`src/rtl/xspi_retry_arbiter.sv`:
```
// Two-port round-robin scheduler in front of xspi_top.
// Re-issues a transaction on CRC error and returns one response per request.
module xspi_retry_arbiter #(
  parameter int unsigned MAX_RETRY      = 3,
  parameter int unsigned TIMEOUT_CYCLES = 255
) (
  input  logic        clk,
  input  logic        rst_n,
  input  logic        req0_valid,
  output logic        req0_ready,
  input  logic [7:0]  req0_cmd,
  input  logic [47:0] req0_addr,
  input  logic [63:0] req0_wdata,
  input  logic        req1_valid,
  output logic        req1_ready,
  input  logic [7:0]  req1_cmd,
  input  logic [47:0] req1_addr,
  input  logic [63:0] req1_wdata,
  output logic        rsp_valid,
  output logic        rsp_id,
  output logic [1:0]  rsp_status,
  output logic [3:0]  rsp_retries,
  output logic [63:0] rsp_rdata,
  output logic        x_start,
  output logic [7:0]  x_command,
  output logic [47:0] x_address,
  output logic [63:0] x_wr_data,
  input  logic        x_ready,
  input  logic        x_done,
  input  logic [63:0] x_rd_data,
  input  logic        x_crc_ca_error_slave,
  input  logic        x_crc_data_error_slave,
  input  logic        x_crc_data_error_master
);

  localparam logic [2:0] S_IDLE  = 3'd0;
  localparam logic [2:0] S_ISSUE = 3'd1;
  localparam logic [2:0] S_WAIT  = 3'd2;
  localparam logic [2:0] S_RETRY = 3'd3;
  localparam logic [2:0] S_RESP  = 3'd4;

  localparam logic [7:0] CMD_WR = 8'hA5;
  localparam logic [7:0] CMD_RD = 8'hFF;

  localparam logic [3:0]  RMAX = 4'(MAX_RETRY);
  localparam logic [16:0] TMAX = 17'(TIMEOUT_CYCLES);

  localparam logic [1:0] ST_OK  = 2'b00;
  localparam logic [1:0] ST_CRC = 2'b01;
  localparam logic [1:0] ST_TMO = 2'b10;
  localparam logic [1:0] ST_ILL = 2'b11;

  logic [2:0]  state;
  logic        last_grant;
  logic [3:0]  retry_cnt;
  logic [15:0] tcnt;
  logic [16:0] tcnt_nxt;

  logic        idle_rdy;
  logic        gnt0;
  logic        gnt1;
  logic        hs;
  logic [7:0]  sel_cmd;
  logic [47:0] sel_addr;
  logic [63:0] sel_wdata;
  logic        sel_ill;

  logic        is_wr;
  logic        is_rd;
  logic        crc_err;
  logic        can_retry;
  logic        done_ok;
  logic        done_rty;
  logic        done_fail;
  logic        tmo_hit;

  always_comb begin
    idle_rdy = (state == S_IDLE) && x_ready;
    gnt0     = idle_rdy && req0_valid
               && (!req1_valid || last_grant);
    gnt1     = idle_rdy && req1_valid
               && (!req0_valid || !last_grant);
    hs       = gnt0 || gnt1;
  end

  always_comb begin
    sel_cmd   = gnt1 ? req1_cmd   : req0_cmd;
    sel_addr  = gnt1 ? req1_addr  : req0_addr;
    sel_wdata = gnt1 ? req1_wdata : req0_wdata;
    sel_ill   = (sel_cmd != CMD_WR)
                && (sel_cmd != CMD_RD);
  end

  // Error term only looks at the flags that apply to the latched direction.
  always_comb begin
    is_wr     = (x_command == CMD_WR);
    is_rd     = (x_command == CMD_RD);
    crc_err   = x_crc_ca_error_slave
                | (is_wr & x_crc_data_error_slave)
                | (is_rd & x_crc_data_error_master);
    can_retry = (retry_cnt < RMAX);
    tcnt_nxt  = {1'b0, tcnt} + 17'd1;
    done_ok   = x_done && !crc_err;
    done_rty  = x_done && crc_err && can_retry;
    done_fail = x_done && crc_err && !can_retry;
    tmo_hit   = !x_done && (tcnt_nxt == TMAX);
  end

  assign req0_ready  = gnt0;
  assign req1_ready  = gnt1;
  assign x_start     = (state == S_ISSUE);
  assign rsp_valid   = (state == S_RESP);
  assign rsp_retries = retry_cnt;

  always_ff @(posedge clk) begin
    if (!rst_n) begin
      state      <= S_IDLE;
      last_grant <= 1'b1;
      retry_cnt  <= '0;
      tcnt       <= '0;
      rsp_id     <= 1'b0;
      rsp_status <= ST_OK;
      rsp_rdata  <= '0;
      x_command  <= '0;
      x_address  <= '0;
      x_wr_data  <= '0;
    end else begin
      unique case (state)
        S_IDLE: begin
          if (hs) begin
            x_command  <= sel_cmd;
            x_address  <= sel_addr;
            x_wr_data  <= sel_wdata;
            rsp_id     <= gnt1;
            last_grant <= gnt1;
            retry_cnt  <= '0;
            rsp_rdata  <= '0;
            rsp_status <= sel_ill ? ST_ILL : ST_OK;
            state      <= sel_ill ? S_RESP : S_ISSUE;
          end
        end
        S_ISSUE: begin
          tcnt  <= '0;
          state <= S_WAIT;
        end
        S_WAIT: begin
          tcnt <= tcnt_nxt[15:0];
          unique case (1'b1)
            done_ok: begin
              rsp_status <= ST_OK;
              rsp_rdata  <= is_rd ? x_rd_data : '0;
              state      <= S_RESP;
            end
            done_rty: begin
              retry_cnt <= retry_cnt + 4'd1;
              state     <= S_RETRY;
            end
            done_fail: begin
              rsp_status <= ST_CRC;
              rsp_rdata  <= is_rd ? x_rd_data : '0;
              state      <= S_RESP;
            end
            tmo_hit: begin
              rsp_status <= ST_TMO;
              rsp_rdata  <= '0;
              state      <= S_RESP;
            end
            default: ;
          endcase
        end
        S_RETRY: begin
          if (x_ready) begin
            state <= S_ISSUE;
          end
        end
        S_RESP: begin
          state <= S_IDLE;
        end
        default: begin
          state <= S_IDLE;
        end
      endcase
    end
  end

endmodule

```
`config.mk`:
```
export PLATFORM = sky130hd
export DESIGN_NAME = xspi_retry_arbiter
export DESIGN_NICKNAME = d
export VERILOG_FILES = /design/src/rtl/xspi_retry_arbiter.sv
export SDC_FILE = /design/constraint.sdc
export NUM_CORES = 1
export LEC_CHECK = 0
export BUFFER_PORTS_ARGS = -buffer_cell sky130_fd_sc_hd__buf_4
export CAP_MARGIN = 20
export CELL_PAD_IN_SITES_DETAIL_PLACEMENT = 1
export CELL_PAD_IN_SITES_GLOBAL_PLACEMENT = 1
export CORE_AREA = 2 2 200 202
export CTS_CLUSTER_SIZE = 14
export DETAILED_ROUTE_END_ITERATION = 10
export DIE_AREA = 0 0 202 204
export PLACE_DENSITY_LB_ADDON = 0.12
export SYNTH_ARGS = -nofsm -noshare
export SYNTH_HDL_FRONTEND = slang
export SYNTH_SLANG_ARGS = --single-unit
```
`constraint.sdc`:
```
create_clock -name clk -period 3.3 [get_ports clk]
set_input_delay 0.165 -clock clk [delete_from_list [all_inputs] [get_ports clk]]
set_output_delay 0.165 -clock clk [all_outputs]
set_load 0.05 [all_outputs]
```
======== Word level (Yosys, flattened, before mapping) ========
Cells that the tools add are included.
operators by class
  bitwise operators ....................... 4
  $lt $le $gt $ge ......................... 1
  $add $sub $neg .......................... 2
  equal/unequal tests ..................... 15
  multiplexer cells ....................... 20
  reductions and logical operators ........ 30
operators with widths
  cell                                                                           number
  64-bit one-hot mux with 2 select lines                                         2
  64-bit two-way mux                                                             3
  48-bit two-way mux                                                             1
  16-bit one-hot mux with 2 select lines                                         1
  16-bit by 1-bit adder with 17-bit output (second input constant)               1
  17-bit by 8-bit == test with 1-bit output (second input constant)              1
  8-bit == test (second input constant)                                          2
  8-bit != test (second input constant)                                          2
  3-bit one-hot mux with 4 select lines                                          1
  3-bit AND reduction                                                            4
  1-bit logical AND                                                              11
  3-bit two-way mux                                                              3
  4-bit two-way mux                                                              2
  8-bit two-way mux                                                              1
  4-bit one-hot mux with 2 select lines                                          1
  3-bit by 2-bit == test with 1-bit output (second input constant)               2
  1-bit logical NOT                                                              6
  2-bit != test (second input constant)                                          3
  3-bit != test (second input constant)                                          2
  2-bit one-hot mux with 3 select lines                                          1
  3-bit one-hot mux with 2 select lines                                          1
  4-bit by 1-bit adder with 4-bit output (second input constant)                 1
  4-bit by 2-bit less-than comparator with 1-bit output (second input constant)  1
  2-bit two-way mux                                                              2
  12 further kinds                                                               17
word-level totals
  bits in registers ....................... 211
  word-level logic and storage cells ...... 82

======== Depth between registers and ports, before layout ========
  word-level depth ........................ 10
  gate-level depth with buffers ........... 10
  gate-level depth less buffers ........... 7

======== Worst setup path after synthesis ========
No wires, ideal clock.
  kind .................................... reg-to-reg
  start ................................... reg state[2]
  end ..................................... reg rsp_status[0]
  data arrival time ....................... 2,332 ps
  stages on the path, launching flop included .. 7
  buffers on the path ..................... 0
  path slack .............................. 849 ps
  cells stage by stage .................... dfxtp_1 -> nor4b_1 -> o21ai_1 -> nor2_1 -> a211o_1 -> o211ai_1 -> o221a_1
RTL lines
  what                           line  RTL
  start: declaration             53    logic [2:0] state;
  start signal: assignment       139   state <= sel_ill ? S_RESP : S_ISSUE;
  3-bit logical NOT              78    idle_rdy = (state == S_IDLE) && x_ready;
  1-bit logical AND              78
  1-bit logical AND              79    gnt0 = idle_rdy && req0_valid
  1-bit logical AND              80    && (!req1_valid || last_grant);
  via req0_ready                 10    output logic req0_ready,
  1-bit logical OR               83    hs = gnt0 || gnt1;
  2-bit != test (no line)        -
  3-bit AND reduction (no line)  -
  end signal: assignment         138   rsp_status <= sel_ill ? ST_ILL : ST_OK;
  end: declaration               21    output logic [1:0] rsp_status,
The timed path passes the listed nets, and every way through them passes these cells. The select of a mux whose other input is x is not followed.
A chain may end at the register's enable or synchronous reset.

======== Worst setup path after layout ========
  start ................................... reg tcnt[0]
  end ..................................... reg rsp_rdata[39]
between the ends
  cells in the longest elaborated chain, start to end .. 5
RTL lines
  what                                                                           line  RTL
  start: declaration                                                             56    logic [15:0] tcnt;
  start signal: assignment                                                       147   tcnt <= tcnt_nxt[15:0];
  16-bit by 1-bit adder with 17-bit output (*)                                   102   tcnt_nxt = {1'b0, tcnt} + 17'd1;
  17-bit by 8-bit == test with 1-bit output (*)                                  106   tmo_hit = !x_done && (tcnt_nxt == TMAX);
  1-bit logical AND (*)                                                          106
  64-bit one-hot mux with 2 select lines or 3-bit != test (tied branches)        -
  64-bit one-hot mux with 2 select lines or 3-bit AND reduction (tied branches)  -
  end signal: assignment                                                         151   rsp_rdata <= is_rd ? x_rd_data : '0;
  end signal: assignment                                                         160   rsp_rdata <= is_rd ? x_rd_data : '0;
  end: declaration                                                               23    output logic [63:0] rsp_rdata,
Mark *: on every way between the ends. The rest lies on a longest branch, timed or not.

==> flow_metrics.tcl <==
set metrics [dict create \
    clk_pin_slew_ns 0.06 \
    crit_family "compound AO/OA/AOI/OAI gates" \
    firstDrtPassIters 4 \
    syn_nets 1348 \
    synth_area_sq_um 8880 \
    drive_gt1_frac 0.318 \
    gr-total-overflow 0 \
    hold_viol 0 \
    ff_latch_area_sq_um 4220 \
    yosysSeqAreaShare 0.475 \
    synth_edf_count 0 \
    worstPathMaxFanout 64 \
    final_cells 2339 \
    synthTopCellsByArea "dfxtp_1 (48%), a311oi_1 (11%), nand2_1 (10%), a32o_1 (7.2%), nor2_1 (6.3%)" \
    detail-route-antenna-nets 0 \
    post-route-min-period_ns 3.04 \
    dieArea_sq_um 41200 \
    grt_pass1_wl_microns 65200 \
    start_kind "flop" \
    wirelength_microns 42500 \
    yosys_register_bits 211 \
    antenna_found_initial 2 \
    hp-class "primary input to flop" \
    synth_ff_type "dfxtp_1" \
    fin_skew_ns 0.00994 \
    final_core_util 0.436 \
    nNetsFinal 2108 \
    die_h_microns 204 \
    layout_setup_ws_ns 0.259 \
    rows 73 \
    first_iter_violations 430 \
    timing.fmax_ghz 0.329 \
    tritoncts "done" \
    clock_latency_ns 0.55 \
    cts-hold-fix-buffers 305 \
    start_util 0.227 \
    mostFrequentLayoutCell "buf_4" \
    peakVddDrop_mv 0.390 \
    relSlewSlack 0.242 \
    wire_per_inst_microns 18.2 \
    setup_viol 0 \
    grtUsageTotal 0.198 \
    drcViolationCount 0 \
    die_x_microns 202 \
    powerDensity_nw_per_um2 446 \
    grt_pass1_vias 11560 \
    post_cts_resized 0 \
    avgSynthCellArea_sq_um 8.61 \
    routed_via_density 4.68 \
    place.port_buffers 507 \
    power_leakage_nw 7.64 \
    gp_congestion 0.765 \
    worstMarginPinSlew_ns 1.14 \
    drv_slew 0 \
    synth_top_area_share 0.475 \
    cp_data_arrival_time_ns 3.48 \
    synth-async-reset-ratio 0 \
    worstPathCellList "ha_1 -> nand3_1 -> o31a_1 -> a2111oi_2 -> o2111ai_4 -> a21o_2 -> buf_4 -> a32o_1" \
    netlist_instances 1032 \
    ys_types 60 \
    crit_type "flop to flop" \
    cts_setup_buffers 0 \
    root_buffer "clkbuf_16" \
    num_vias 10936 \
    ios 508 \
    post-dp-hpwl_microns 28400 \
    placed_cells 1983 \
    clockBufferDepth 3 \
    fin_crit_sh 0.922 \
    status "finished, final reports clean" \
    coreArea_sq_um 39200 \
    path_buf_inv 1 \
    numCtsBuffers 27 \
    fillCellCount 4546 \
    cap_violations 0 \
    yosys.area.top_type "dfxtp_1" \
    yosys_warnings 0 \
    slowest_delay_ns 0.56 \
    grt_max_degree 199 \
    htree_levels 1 \
    multi_input_area_sq_um 4220 \
    layout_common_cells "buf_4 (518), dlygate4sd3_1 (305), nand2_1 (236)" \
    rsz0062_at_grt "false" \
    preCtsSetupSlack_ns 0.280 \
    required_ns 3.73 \
    area_growth_pct 92.1 \
    crit_path_end_kind "flop" \
    finalSetupTns_ns 0 \
    cp_slowest_cell "a2111oi_2" \
    cts.sink_count 211 \
]
[stage by stage]
stage                     hold WS, ns  total power [mW]  cell area, sq um
after floorplan                 0.291              3.68              8880
after global placement          0.375              4.33             13100
after detailed placement        0.379              4.34             13100
after CTS                    0.000402              7.72             17100
after global routing           0.0253              7.97             17100
final                          0.0221              7.61             17100
[tightest hold or removal path, cell delays in order]
cell and delay [ns]:
buf_4 0.12, mux2i_1 0.14, a211oi_1 0.08
[cells in the mapped netlist, types with 2 or more instances]
library cell,instances
o211ai_1,2
nor2b_1,3
o21ai_1,2
xnor2_1,4
dfxtp_1,211
clkbuf_1,76
a21boi_0,2
buf_6,7
nand4b_1,2
nor2_1,149
nand2b_1,2
buf_1,6
nor4_1,5
o21ai_0,14
a32o_1,64
buf_2,9
o21a_1,2
and2_1,3
nand3_1,13
nor3b_1,2
and3_1,3
o31a_1,3
a2111oi_0,2
a211oi_1,8
nand2_1,237
nand4_1,9
a311oi_1,114
and4_1,4
a21oi_1,20
ha_1,3
a22oi_1,2
mux2i_1,8
a21o_1,3
inv_1,4
nor3_1,8
o211a_1,2
[state kept, by name, summed over array words and instances (netlist names)]
signal,cells
tcnt,16
rsp_id,1
x_command,8
state,3
rsp_rdata,64
rsp_retries,4
rsp_status,2
x_wr_data,64
x_address,48
last_grant,1
[cell type report]
cell class,instances,share of cell area
antenna,2,0.000293
clock buffer,41,0.0456
clock inverter,8,0.00550
inverter,6,0.00161
multi-input combinational,717,0.247
sequential,211,0.247
tap,525,0.0385
timing repair buffer,829,0.414
[cells by family after synthesis]
logic type	after synthesis	share of synthesized area
and+or+nand+nor	447	0.210
AOI/OAI and AO/OA	253	0.244
adders and majority gates	3	0.00423
muxes	9	0.0107
buffers and inverters	104	0.0511
DFF	211	0.475
xor gates and xnor gates	5	0.00493
[where the power goes]
group          internal (mW)  switching, mW  total (mW)
logic                  0.855           1.03        1.89
clock network           1.77           1.18        2.95
registers               2.69         0.0786        2.77
total                   5.31           2.30        7.61
[metal layers]
| metal | up-vias | global-route usage | part of all wire |
|---|---|---|---|
| met4 | 0 | 0.0735 | 0.036 |
| met1 | 5234 | 0.224 | 0.40 |
| li1 | 5293 | - | - |
| met2 | 328 | 0.351 | 0.49 |
| met5 | - | 0 | 0 |
| met3 | 81 | 0.0588 | 0.072 |
[path summary, 6_finish.rpt]
check	endpoint	startpoint	slack (ns)	depth (start not counted)
max	rsp_rdata[39]	tcnt[0]	0.26	8
min	x_command[6]	req0_cmd[6]	0.02	3
max reg2reg	rsp_rdata[39]	tcnt[0]	0.26	8
min reg2reg	last_grant	last_grant	0.49	2
Note: power is estimated with default switching activity, not from simulation.
